File: src/rtl/move_pkg.sv
// Shared move-command encodings and FSM types for the player move counter path.
// MOV_* codes are consumed by the counter; never let an idle path produce MOV_L.
package move_pkg;

  localparam logic [1:0] MOV_L    = 2'b00;
  localparam logic [1:0] MOV_R    = 2'b01;
  localparam logic [1:0] MOV_HOLD = 2'b11;

  typedef enum logic [1:0] {
    ST_IDLE   = 2'd0,
    ST_MOVE_L = 2'd1,
    ST_MOVE_R = 2'd2
  } state_e;

  typedef enum logic [1:0] {
    DIR_NONE  = 2'd0,
    DIR_LEFT  = 2'd1,
    DIR_RIGHT = 2'd2
  } dir_e;

  // Exactly one button pressed selects a direction; both or neither cancel out.
  function automatic dir_e resolve_dir(input logic left, input logic right);
    if (left && !right) return DIR_LEFT;
    if (right && !left) return DIR_RIGHT;
    return DIR_NONE;
  endfunction

endpackage

File: src/rtl/btn_debounce.sv
// Two-flop synchroniser followed by a stability counter for one raw push-button.
// The output only follows the synced input after DEBOUNCE_CYCLES consecutive differing cycles.
module btn_debounce #(
  parameter int unsigned DEBOUNCE_CYCLES = 250000
) (
  input  logic clk,
  input  logic reset,
  input  logic btn_i,
  output logic btn_o
);

  localparam int unsigned       CNT_W    = $clog2(DEBOUNCE_CYCLES + 1);
  localparam logic [CNT_W-1:0]  CNT_LAST = CNT_W'(DEBOUNCE_CYCLES - 1);

  logic             sync1_q, sync2_q;
  logic             deb_q, deb_d;
  logic [CNT_W-1:0] cnt_q, cnt_d;

  always_comb begin
    // NOTE: every comb output gets a default first, so no path can infer a latch.
    deb_d = deb_q;
    cnt_d = '0;
    if (sync2_q != deb_q) begin
      if (cnt_q == CNT_LAST) deb_d = sync2_q;
      else                   cnt_d = cnt_q + 1'b1;
    end
  end

  // NOTE: sequential state uses non-blocking assignments only, so flops update together.
  always_ff @(posedge clk) begin
    if (reset) begin
      sync1_q <= 1'b0;
      sync2_q <= 1'b0;
      deb_q   <= 1'b0;
      cnt_q   <= '0;
    end else begin
      sync1_q <= btn_i;
      sync2_q <= sync1_q;
      deb_q   <= deb_d;
      cnt_q   <= cnt_d;
    end
  end

  assign btn_o = deb_q;

endmodule

File: src/rtl/move_ctrl_gen.sv
// Turns debounced left/right buttons into paced, edge-clamped move pulses for the counter.
// ctrl idles at MOV_HOLD; a pulse is one cycle of MOV_L/MOV_R every STEP_PERIOD cycles.
module move_ctrl_gen
  import move_pkg::*;
#(
  parameter int unsigned DEBOUNCE_CYCLES = 250000,
  parameter int unsigned STEP_PERIOD     = 100000,
  parameter int unsigned POS_W           = 10,
  parameter int unsigned POS_MIN         = 0,
  parameter int unsigned POS_MAX         = 639
) (
  input  logic             clk,
  input  logic             reset,
  input  logic             btn_left,
  input  logic             btn_right,
  input  logic             enable,
  input  logic [POS_W-1:0] pos,
  output logic [1:0]       ctrl,
  output logic             moving
);

  localparam int unsigned       PACE_W    = $clog2(STEP_PERIOD);
  localparam logic [PACE_W-1:0] PACE_LAST = PACE_W'(STEP_PERIOD - 1);
  localparam logic [POS_W-1:0]  POS_MIN_C = POS_W'(POS_MIN);
  localparam logic [POS_W-1:0]  POS_MAX_C = POS_W'(POS_MAX);

  logic              left_deb, right_deb;
  dir_e              dir;
  state_e            state_q, state_d;
  logic [PACE_W-1:0] pace_q, pace_d;
  logic [1:0]        ctrl_q, ctrl_d;
  logic              moving_q, moving_d;
  logic              pulse_due;

  btn_debounce #(.DEBOUNCE_CYCLES(DEBOUNCE_CYCLES)) u_deb_left (
    .clk   (clk),
    .reset (reset),
    .btn_i (btn_left),
    .btn_o (left_deb)
  );

  btn_debounce #(.DEBOUNCE_CYCLES(DEBOUNCE_CYCLES)) u_deb_right (
    .clk   (clk),
    .reset (reset),
    .btn_i (btn_right),
    .btn_o (right_deb)
  );

  assign dir = resolve_dir(left_deb, right_deb);

  always_ff @(posedge clk) begin
    if (reset) begin
      state_q  <= ST_IDLE;
      pace_q   <= '0;
      ctrl_q   <= MOV_HOLD;
      moving_q <= 1'b0;
    end else begin
      state_q  <= state_d;
      pace_q   <= pace_d;
      ctrl_q   <= ctrl_d;
      moving_q <= moving_d;
    end
  end

  always_comb begin
    state_d = state_q;
    case (state_q)
      ST_IDLE: begin
        if (enable && dir == DIR_LEFT)       state_d = ST_MOVE_L;
        else if (enable && dir == DIR_RIGHT) state_d = ST_MOVE_R;
      end
      ST_MOVE_L: begin
        if (!enable || dir == DIR_NONE) state_d = ST_IDLE;
        else if (dir == DIR_RIGHT)      state_d = ST_MOVE_R;
      end
      ST_MOVE_R: begin
        if (!enable || dir == DIR_NONE) state_d = ST_IDLE;
        else if (dir == DIR_LEFT)       state_d = ST_MOVE_L;
      end
      default: state_d = ST_IDLE;
    endcase
  end

  // A pulse is only issued if the move continues, so leaving MOVE never leaks a partial pulse.
  always_comb begin
    pulse_due = (state_q != ST_IDLE) && (state_d == state_q) && (pace_q == '0);

    pace_d = '0;
    if (state_d == state_q && state_q != ST_IDLE && pace_q != PACE_LAST)
      pace_d = pace_q + 1'b1;

    ctrl_d = MOV_HOLD;
    if (pulse_due) begin
      if (state_q == ST_MOVE_L && pos > POS_MIN_C) ctrl_d = MOV_L;
      if (state_q == ST_MOVE_R && pos < POS_MAX_C) ctrl_d = MOV_R;
    end

    moving_d = (state_d != ST_IDLE);
  end

  assign ctrl   = ctrl_q;
  assign moving = moving_q;

endmodule

File: config.mk
export PLATFORM = sky130hd
export DESIGN_NAME = move_ctrl_gen
export DESIGN_NICKNAME = d
export VERILOG_FILES = /design/src/rtl/move_pkg.sv /design/src/rtl/btn_debounce.sv /design/src/rtl/move_ctrl_gen.sv
export SDC_FILE = /design/constraint.sdc
export NUM_CORES = 1
export LEC_CHECK = 0
export BUFFER_PORTS_ARGS = -buffer_cell sky130_fd_sc_hd__clkbuf_2
export CAP_MARGIN = 20
export CORE_ASPECT_RATIO = 0.7
export CORE_MARGIN = 2
export CORE_UTILIZATION = 50
export CTS_BUF_LIST = sky130_fd_sc_hd__clkbuf_8
export DETAILED_ROUTE_END_ITERATION = 6
export PLACE_DENSITY = 0.69
export SYNTH_ARGS = -nofsm -noshare
export SYNTH_HDL_FRONTEND = slang
export SYNTH_HIERARCHICAL = 1
export SYNTH_SLANG_ARGS = --single-unit
File: constraint.sdc
create_clock -name clk -period 5.9 [get_ports clk]
set_clock_uncertainty 0.2 [all_clocks]
set_input_delay 0.59 -clock clk [delete_from_list [all_inputs] [get_ports clk]]
set_output_delay 0.59 -clock clk [all_outputs]
set_load 0.02 [all_outputs]
# Word level (Yosys, flattened, before mapping)
# Cells that the tools add are included.
[totals]
ff_bits = 64
inputBits = 15
out_inout_bits = 3
elab_cells = 73
[classes]
n_addsub = 3
n_lt_le_gt_ge = 2
n_eq_ne = 10
mux = 16
bitwise_logic = 4
n_reduce_logical = 25
[ops]
columns = ["op", "count"]
rows = [
  ["adder 18 x 1 -> 18 bit, second input constant", 2],
  ["equality test 18 bit, second input constant", 2],
  ["two-way mux 2 bit", 12],
  ["adder 17 x 1 -> 17 bit, second input constant", 1],
  ["zero test 17 bit", 1],
  ["inequality test 17 bit, second input constant", 1],
  ["> comparator 10 x 1 -> 1 bit, second input constant", 1],
  ["less-than comparator 10 bit, second input constant", 1],
  ["logical AND 1 bit", 9],
  ["OR reduction 3 bit", 3],
  ["case mux 2 bit (3 select lines)", 1],
  ["equality test 2 x 1 -> 1 bit, second input constant", 2],
  ["equality test 2 bit, second input constant", 2],
  ["zero test 2 bit", 2],
  ["inverter 1 bit", 4],
  ["AND reduction 2 bit", 2],
  ["nonzero test 2 bit", 2],
  ["OR reduction 2 bit", 2],
  ["zero test 1 bit", 3],
  ["two-way mux 1 bit", 3],
  ["equality test 2 bit", 1],
  ["inequality test 1 bit", 2],
  ["logical OR 1 bit", 1],
]

# Depth between registers and ports, before layout
# Gate-level depths: netlist of the first run.
[logic_depth]
ltp_word = 16
ltp_mapped = 7
depth_no_buf = 6

# Hierarchy
# Netlist of the first run, hierarchy kept.
[modules_own_cells]
columns = ["module", "n_inst", "cells_each", "area_per_inst_um2", "seq_area_each_um2"]
rows = [
  ["btn_debounce", 2, 104, 913.4, 420.4],
  ["move_ctrl_gen", 1, 129, 1109.8, 440.4],
]

# Worst setup path after synthesis of the first run
# Ideal clock, no wire load.
[synth_path]
path_kind = "register to register"
from = "register u_deb_right.deb_q (netlist: u_deb_right/btn_o)"
to = "register ctrl_q[1] (netlist: ctrl[1])"
setup_ns = 0.133
arrival_time_ns = 1.697
t_required_ns = 5.567
path_slack_ns = 3.870
stages_incl_launch_ff = 7
n_path_buf = 0
synth_period_minus_slack_ns = 2.030
path_cell_list = "dfxtp_1 -> inv_1 -> ha_1 -> or3b_1 -> a211o_1 -> nor4_1 -> o21ai_1"
[synth_via]
elab_chain_cells = 15
word_cells_on_any_way = 27
cone_classes = "3 x eq/ne; 13 x mux; 1 x bitwise; 10 x reduce/logical"
[synth_lines]
columns = ["element", "line", "rtl"]
rows = [
  ["start: declaration", "btn_debounce.sv:16", "logic deb_q, deb_d;"],
  ["start signal: assignment", "btn_debounce.sv:34", "deb_q <= 1'b0;"],
  ["start signal: assignment", "btn_debounce.sv:39", "deb_q <= deb_d;"],
  ["logical AND 1 bit", "move_pkg.sv:24", "if (right && !left) return DIR_RIGHT;"],
  ["two-way mux 1 bit (2 in series)", "move_pkg.sv:24", ""],
  ["two-way mux 2 bit", "move_pkg.sv:25", "return DIR_NONE;"],
  ["two-way mux 2 bit (*)", "move_pkg.sv:24", ""],
  ["equality test 2 bit", "move_ctrl_gen.sv:70, move_ctrl_gen.sv:74", ""],
  ["logical AND 1 bit", "move_ctrl_gen.sv:70", "else if (enable && dir == DIR_RIGHT) state_d = ST_MOVE_R;"],
  ["two-way mux 2 bit", "move_ctrl_gen.sv:70", ""],
  ["two-way mux 2 bit", "move_ctrl_gen.sv:69", "if (enable && dir == DIR_LEFT) state_d = ST_MOVE_L;"],
  ["case mux 2 bit (3 select lines) (*)", "move_ctrl_gen.sv:67", "case (state_q)"],
  ["equality test 2 bit (*)", "move_ctrl_gen.sv:86", "pulse_due = (state_q != ST_IDLE) && (state_d == state_q) && (pace_q == '0);"],
  ["logical AND 1 bit (*) (2 in series)", "move_ctrl_gen.sv:86", ""],
  ["inverter 1 bit (no source line) (*)", "-", ""],
  ["OR reduction 2 bit (no source line) (*)", "-", ""],
  ["end signal: assignment", "move_ctrl_gen.sv:60", "ctrl_q <= ctrl_d;"],
  ["end: declaration", "move_ctrl_gen.sv:31", "logic [1:0] ctrl_q, ctrl_d;"],
]
# Every way passes the cells marked *; elsewhere a longest branch is shown, timed or not. The select of a mux whose other input is x is not followed.
# A chain may end at the register's enable or synchronous reset.

# Worst setup path after layout of the first run
# Ends and elaborated chain as after synthesis.

==> results of run 1 <==
stage by stage:
step / hold WS [ns] / util (%) / std cells
after floorplan: 0.214 / - / 337
after global placement: 0.221 / 54.5 / 426
after detailed placement: 0.220 / 54.5 / 426
after CTS: 0.236 / 57.4 / 442
after global routing: 0.263 / 57.5 / 443
final: 0.236 / 57.5 / 443
cell type report:
class                      instances  share of cell area, %
multi-input combinational        251                   47.9
sequential                        64                   39.1
clock buffer                      10                   4.20
timing repair buffer              19                   3.05
tap                               75                   2.86
inverter                          18                   2.06
clock inverter                     6                  0.840
worst max-delay path, cell delays in order (launching register included):
cell and delay, ns:
dfxtp_1 0.43, inv_1 0.07, ha_1 0.22, or3b_1 0.40, a211o_1 0.35, nor4_1 0.39, o21ai_1 0.12
state kept, by name, summed over array words and instances (netlist names):
signal / cells
u_deb_right/sync2_q: 1
u_deb_left/cnt_q: 18
u_deb_left/sync2_q: 1
u_deb_right/sync1_q: 1
u_deb_left/btn_o: 1
ctrl: 2
state_q: 2
moving: 1
u_deb_left/sync1_q: 1
u_deb_right/btn_o: 1
pace_q: 17
u_deb_right/cnt_q: 18
kinds of logic (layout without fill, tap and decap cells):
| kind of cell | count (synthesis) | after routing |
|---|---|---|
| xor+xnor | 39 | 39 |
| buf+inv | 22 | 53 |
| compound gates | 36 | 36 |
| fa+ha+maj | 6 | 6 |
| simple gates | 170 | 170 |
| flops | 64 | 64 |
Yosys cell counts (2+ instances only):
master     n
or4_1      4
or3_1      4
nand3_1   20
clkbuf_1   2
or4_4      2
or4_2      2
inv_1     18
nor2_1    52
nor4b_1    4
and3_1     3
xor2_1     6
a21oi_1   14
or3b_1     2
nand4_1    9
nor4_1    16
o31ai_1    6
nand2_1   20
or3_2      5
nand2b_1   2
xnor2_1   33
nor2b_1    4
dfxtp_1   64
and4bb_2   2
nand3_2    2
nor3_1    13
o21ai_1    3
ha_1       6
o21ai_0    7
where the power goes:
group | internal, µW | switching, µW
clock network | 158 | 158
registers | 434 | 0.821
logic | 5.83 | 6.73
total | 597 | 166
final timing paths:
path                                       start                       endpoint  slack (ns)
setup / recovery  u_deb_right/btn_o$_SDFFE_PP0P_             ctrl[1]$_SDFF_PP1_        3.61
hold / removal     u_deb_left/sync1_q$_SDFF_PP0_  u_deb_left/sync2_q$_SDFF_PP0_        0.24
setup reg to reg  u_deb_right/btn_o$_SDFFE_PP0P_             ctrl[1]$_SDFF_PP1_        3.61
hold reg to reg    u_deb_left/sync1_q$_SDFF_PP0_  u_deb_left/sync2_q$_SDFF_PP0_        0.24
routing by layer:
layer / vias up / track usage (%) / wire length [µm]
met1: 1069 / 26.0 / 2950
met4: 0 / 6.61 / 70
met3: 6 / 7.93 / 297
li1: 1249 / - / -
met5: - / 0 / 0
met2: 53 / 27.7 / 2200
==> results.md, run 1 <==
- Number of gates resized after cts: 0
- Root Driver: clkbuf_8
- Iter 0 DRT Violations: 132
- Worst Reg2Reg Path Length in Cells: 6
- DP Area: 0.00311 mm²
- Fin crit share: 38.8%
- Number of global-route vias before repair: 2075
- Startpoint Class: flop
- Vias: 2377
- GRT Overall Usage: 19.2%
- Worst-path clk slew: 0.07 ns
- Post-cts hold buffer count: 0
- Final hold violation count: 0
- Leakage power: 0.000968 µW
- # diodes: 0
- Port Buffers: 17
- Wire per inst: 12.5 µm
- Crit path capture type: flop
- # rows: 23
- Outcome: finished clean
- Clock sink count: 64
- Ratio of cells with drive above 1 in the final layout: 13.6%
- Most common cell after layout, fill and taps aside: dfxtp_1
- Post-Synthesis Cells: 337
- Area Growth Syn to Fin: 11.6%
- HP Class: reg -> reg
- Asr flop ratio synth: 0%
- Io pins: 18
- Final Max Tran Viols: 0
- Fillers: 531
- Synth top area cells: dfxtp_1 (44%), xnor2_1 (9.8%), nor2_1 (6.6%)
- Post-synthesis instance area: 0.00294 mm²
- Pwr Total: 763 µW
- Starting density of the core: 51.5%
- Post-synth top area share: 43.6%
- Routed WL: 5520 µm
- Nets: 384
- Synth Flop Type: dfxtp_1
- Seq/Total Area, Yosys: 43.6%
- Clock latency on the worst-skew pair: 0.33 ns
- Hold depth: 1
- Total gr overflow: 0
- 1st-pass router iterations: 5
- Clock tree buffer depth: 2
- Post-DP HPWL: 3850 µm
- Post-route cell area: 0.00328 mm²
- Peak Freq: 437 MHz
- Die height: 68.1 µm
- Endpoints failing setup: 0
- CTS tree: yes
- Core Region: 0.00570 mm²
- Synth Area in XOR/XNOR: 11.6%
- Synth Area in Simple Gates: 31.5%
- Max_cap viols: 0
- CTS buffer count: 9
- CP arrival: 2.29 ns
- Post-synth cell types: 40
- Crit Path Class: reg -> reg
- Gpl congestion: 0.767
- Largest area contributor in the netlist: dfxtp_1
- Largest net degree at the start of global routing: 18
- Compound-Gate Fraction of Synth Area: 7.75%
- RSZ-0062 raised after global routing: no
- Die area: 0.00651 mm²
- Worst VDD drop: 0.145 mV
- Post-route ant nets: 0
- Die Wd: 95.6 µm
- Pin slew with the least headroom to its limit: 0.400 ns
- Most frequent cells in the layout: dfxtp_1 (64), nor2_1 (52), xnor2_1 (33)
- Seq cells post-synth: 64
- Via density: 5.37
- Setup slack after layout: 3.61 ns
- Pre-CTS WS: 3.54 ns
- Post-synthesis adder-cell area fraction: 2.56%
- Worst-path fanout max: 4
- First-pass GRT wire length: 9530 µm
- Post-synth EDFFs: 0
- Pwr/cell area: 233 mW/mm²
- Largest family of logic cells by synthesized area: simple AND/OR/NAND/NOR gates
- Min cycle time layout: 2.29 ns
- Syn avg cell area: 8.71 µm²
- Req. time, crit path: 5.91 ns
- # DRC: 0
- H-tree depth: 3
- Synth warn: 6
- Storage element area: 0.00128 mm²
- Syn nets: 358
- Post-synthesis mux area share: 0%
- Area taken by multi-input logic gates: 0.00157 mm²
- Setup TNS: 0 ns
- Post-CTS Setup Inserts: 0
- Initial antenna violation count: 0
- Worst slew margin: 73.3%
Note: power is estimated with default switching activity, not from simulation.
==> run 2, diff against run 1 <==
--- a/config.mk
+++ b/config.mk
@@ -5,6 +5,7 @@
 export SDC_FILE = /design/constraint.sdc
 export NUM_CORES = 1
 export LEC_CHECK = 0
+export ABC_AREA = 1
 export BUFFER_PORTS_ARGS = -buffer_cell sky130_fd_sc_hd__clkbuf_2
 export CAP_MARGIN = 20
 export CORE_ASPECT_RATIO = 0.7
@@ -12,7 +13,7 @@
 export CORE_UTILIZATION = 50
 export CTS_BUF_LIST = sky130_fd_sc_hd__clkbuf_8
 export DETAILED_ROUTE_END_ITERATION = 6
-export PLACE_DENSITY = 0.69
+export PLACE_DENSITY = 0.71
 export SYNTH_ARGS = -nofsm -noshare
 export SYNTH_HDL_FRONTEND = slang
 export SYNTH_HIERARCHICAL = 1
==> constraint.sdc (replaced) <==
create_clock -name clk -period 2.1 [get_ports clk]
set_clock_uncertainty 0.2 [all_clocks]
set_input_delay 0.21 -clock clk [delete_from_list [all_inputs] [get_ports clk]]
set_output_delay 0.21 -clock clk [all_outputs]
set_load 0.02 [all_outputs]
==> run 2 against run 1 <==
Against the previous run:
- sequential power increased to 2.8 times the previous value
- register-to-register slack got worse by 3.4 ns
- worst setup slack got worse by 3.4 ns
- sequential share of layout area decreased by 5.9 points
- critical path depth increased by 5
- cell count increased by 43%
- non-clock buffer count increased by 4
- die area increased by 14%
- via count increased by 27%
- global-route usage increased by 1.6 points
- largest power group is now clock
- synthesized cell count increased by 49%
- combinational power increased to 4.2 times the previous value
==> results.md, run 2 <==
- Starting density of the core: 50.9% (was 51.5%)
- Syn avg cell area: 6.72 µm² (was 8.71 µm²)
- Pre-CTS WS: 0.148 ns (was 3.54 ns)
- Peak Freq: 525 MHz (was 437 MHz)
- Post-CTS Setup Inserts: 0 (unchanged)
- GRT Overall Usage: 20.8% (was 19.2%)
- Worst slew margin: 81.7% (was 73.3%)
- Routed WL: 7100 µm (was 5520 µm)
- Crit path capture type: flop (unchanged)
- Post-route cell area: 0.00386 mm² (was 0.00328 mm²)
- Most frequent cells in the layout: nand2_1 (125), nor2_1 (112), dfxtp_1 (64), inv_1 (58), nand3_1 (27) (was dfxtp_1 (64), nor2_1 (52), xnor2_1 (33))
- Port Buffers: 17 (unchanged)
- Die Wd: 102 µm (was 95.6 µm)
- Startpoint Class: flop (unchanged)
- Outcome: finished clean (unchanged)
- # diodes: 0 (unchanged)
- Vias: 3023 (was 2377)
- Worst-path fanout max: 4 (unchanged)
- Clock power share: 51.2% (was 41.4%)
- HP Class: in -> reg (was reg -> reg)
- Crit path cell chain: inv_1 > ha_1 > inv_1 > nand2_1 > nor2_1 > nand2_1 > nand2_1 > nand2_1 > nor2_1 > nand2_1 > inv_1 (was inv_1 > ha_1 > or3b_1 > a211o_1 > nor4_1 > o21ai_1)
- Fin crit share: 90.7% (was 38.8%)
- Sequential power share: 46.8% (was 56.9%)
- CP arrival: 2.00 ns (was 2.29 ns)
- Most common cell after layout, fill and taps aside: nand2_1 (was dfxtp_1)
- Synth top area cells: dfxtp_1 (38%), nand2_1 (14%), nor2_1 (12%) (was dfxtp_1 (44%), xnor2_1 (9.8%), nor2_1 (6.6%))
- Reg-to-reg slack, setup: 0.20 ns (was 3.61 ns)
- Synth warn: 6 (unchanged)
- Largest registers: u_deb_left/cnt_q: 18 flops, u_deb_right/cnt_q: 18 flops, pace_q: 17 flops (unchanged)
- Max_cap viols: 0 (unchanged)
- Clock latency on the worst-skew pair: 0.34 ns (was 0.33 ns)
- Post-synth top area share: 38.0% (was 43.6%)
- Gpl congestion: 0.870 (was 0.767)
- Most used cell, CP: nand2_1
- Post-Layout Cell Count: 632 (was 443)
- Most frequent cell after synthesis: nand2_1 (was dfxtp_1)
- Ratio of cells with drive above 1 in the final layout: 12.3% (was 13.6%)
- Syn nets: 523 (was 358)
- Final hold violation count: 0 (unchanged)
- Pwr/cell area: 676 mW/mm² (was 233 mW/mm²)
- Area Growth Syn to Fin: 14.5% (was 11.6%)
- Clock sink count: 64 (unchanged)
- # DRC: 0 (unchanged)
- Leakage power: 0.00140 µW (was 0.000968 µW)
- First-pass GRT wire length: 12100 µm (was 9530 µm)
- Post-synth cell types: 24 (was 40)
- Int Power: 2090 µW (was 597 µW)
- Via density: 4.78 (was 5.37)
- Synth Flop Type: dfxtp_1 (unchanged)
- Nets: 554 (was 384)
- Wire per inst: 11.2 µm (was 12.5 µm)
- Hold slack: 0.0510 ns (was 0.236 ns)
- Die height: 72.7 µm (was 68.1 µm)
- DP Area: 0.00354 mm² (was 0.00311 mm²)
- Post-synthesis instance area: 0.00338 mm² (was 0.00294 mm²)
- Largest net degree at the start of global routing: 19 (was 18)
- Pin slew with the least headroom to its limit: 0.272 ns (was 0.400 ns)
- Worst VDD drop: 0.413 mV (was 0.145 mV)
- H-tree depth: 3 (unchanged)
- Setup TNS: 0 ns (unchanged)
- Initial antenna violation count: 0 (unchanged)
- CP max-delay cell: dfxtp_1 (unchanged)
- Crit path largest cell delay: 0.39 ns (was 0.43 ns)
- # rows: 25 (was 23)
- CTS buffer count: 9 (unchanged)
- Io pins: 18 (unchanged)
- Post-synth EDFFs: 0 (unchanged)
- Number of global-route vias before repair: 2823 (was 2075)
- Setup slack after layout: 0.196 ns (was 3.61 ns)
- Iter 0 DRT Violations: 196 (was 132)
- Largest area contributor in the netlist: dfxtp_1 (unchanged)
- CTS tree: yes (unchanged)
- Final Max Tran Viols: 0 (unchanged)
- RSZ-0062 raised after global routing: no (unchanged)
- Post-Place Cells: 610 (was 426)
- Total gr overflow: 0 (unchanged)
- Switching share of power: 19.8% (was 21.8%)
- 1st-pass router iterations: 4 (was 5)
- Die area: 0.00744 mm² (was 0.00651 mm²)
- Asr flop ratio synth: 0% (unchanged)
- Switching pwr: 516 µW (was 166 µW)
- Comb pwr share: 2.0% (was 1.6%)
- Post-DP HPWL: 5100 µm (was 3850 µm)
- Req. time, crit path: 2.19 ns (was 5.91 ns)
- Root Driver: clkbuf_8 (unchanged)
- Clock tree buffer depth: 2 (unchanged)
- Post-Synthesis Cells: 502 (was 337)
- Seq cells post-synth: 64 (unchanged)
- Worst-path clk slew: 0.07 ns (about the same)
- Crit Path Class: reg -> reg (unchanged)
- Seq/Total Area, Yosys: 38.0% (was 43.6%)
- Core Region: 0.00663 mm² (was 0.00570 mm²)
- Synth top cells by count: nand2_1 (125), nor2_1 (112), dfxtp_1 (64), inv_1 (58), nand3_1 (27) (was dfxtp_1 (64), nor2_1 (52), xnor2_1 (33), nand2_1 (20), nand3_1 (20))
- Min cycle time layout: 1.90 ns (was 2.29 ns)
- Endpoints failing setup: 0 (unchanged)
- Post-route ant nets: 0 (unchanged)
==> run 2: final timing paths <==
check	startpoint	end	cells after the start
hold / removal	pos[7]	ctrl[1]$_SDFF_PP1_	5
setup reg to reg	u_deb_left/btn_o$_SDFFE_PP0P_	pace_q[15]$_SDFF_PP0_	11
hold reg to reg	u_deb_right/sync1_q$_SDFF_PP0_	u_deb_right/sync2_q$_SDFF_PP0_	2
setup / recovery	u_deb_left/btn_o$_SDFFE_PP0P_	pace_q[15]$_SDFF_PP0_	11
==> run 2: what timing repair did <==
action | 4_1_cts | 5_1_grt
gates resized for setup | 0 | 1
hold buffers | 6 | 0
setup endpoints to repair | 0 | 13
endpoints found under the hold margin | 5 | 0
==> run 2: kinds of logic after synthesis <==
logic type | Yosys count | share of synthesized area [%]
fa+ha+maj | 6 | 2.22
buf+inv | 64 | 7.78
flops | 64 | 38.0
compound gates | 27 | 4.00
xor+xnor | 28 | 7.26
simple gates | 313 | 40.8
==> run 2: power by group through the flow <==
stage	sequential [µW]	combinational, µW	clock [µW]
2_1_floorplan	1250	23.1	0
5_1_grt	1220	59.9	1420
6_report	1220	52.7	1340
3_3_place_gp	1250	41.7	0
4_1_cts	1220	52.2	1360
3_5_place_dp	1250	43.5	0
==> run 2: area by class of cell <==
type,instances,area (µm²)
Clock buffer,11,151
Timing Repair Buffer,23,145
Sequential cell,64,1280
Inverter,61,229
Multi-Input combinational cell,374,1840
Tap cell,94,118
Fill cell,639,2770
Clock inverter,5,103
==> run 2: routing by layer <==
layer	up-vias	global-route usage (%)	part of all wire, %	wire length (µm)
li1	1599	-	-	-
met1	1329	27.6	48	3440
met2	86	33.0	44	3110
met3	9	6.03	6.5	464
met4	0	6.67	1.2	86
met5	-	0	0	0
==> run 2: through the flow <==
stage / total power [µW] / utilization (%)
after CTS: 2640 / 58.2
after global placement: 1290 / 53.5
after detailed placement: 1290 / 53.5
after global routing: 2700 / 58.3
final: 2610 / 58.3
after floorplan: 1270 / -
==> run 2: worst max-delay path, delay by kind of cell (launching register included) <==
kind / cells / cell delay, ns
buffers and inverters: 3 / 0.17
AND/OR/NAND/NOR: 7 / 0.79
adder cells (fa/ha/maj): 1 / 0.29
flip-flops: 1 / 0.39
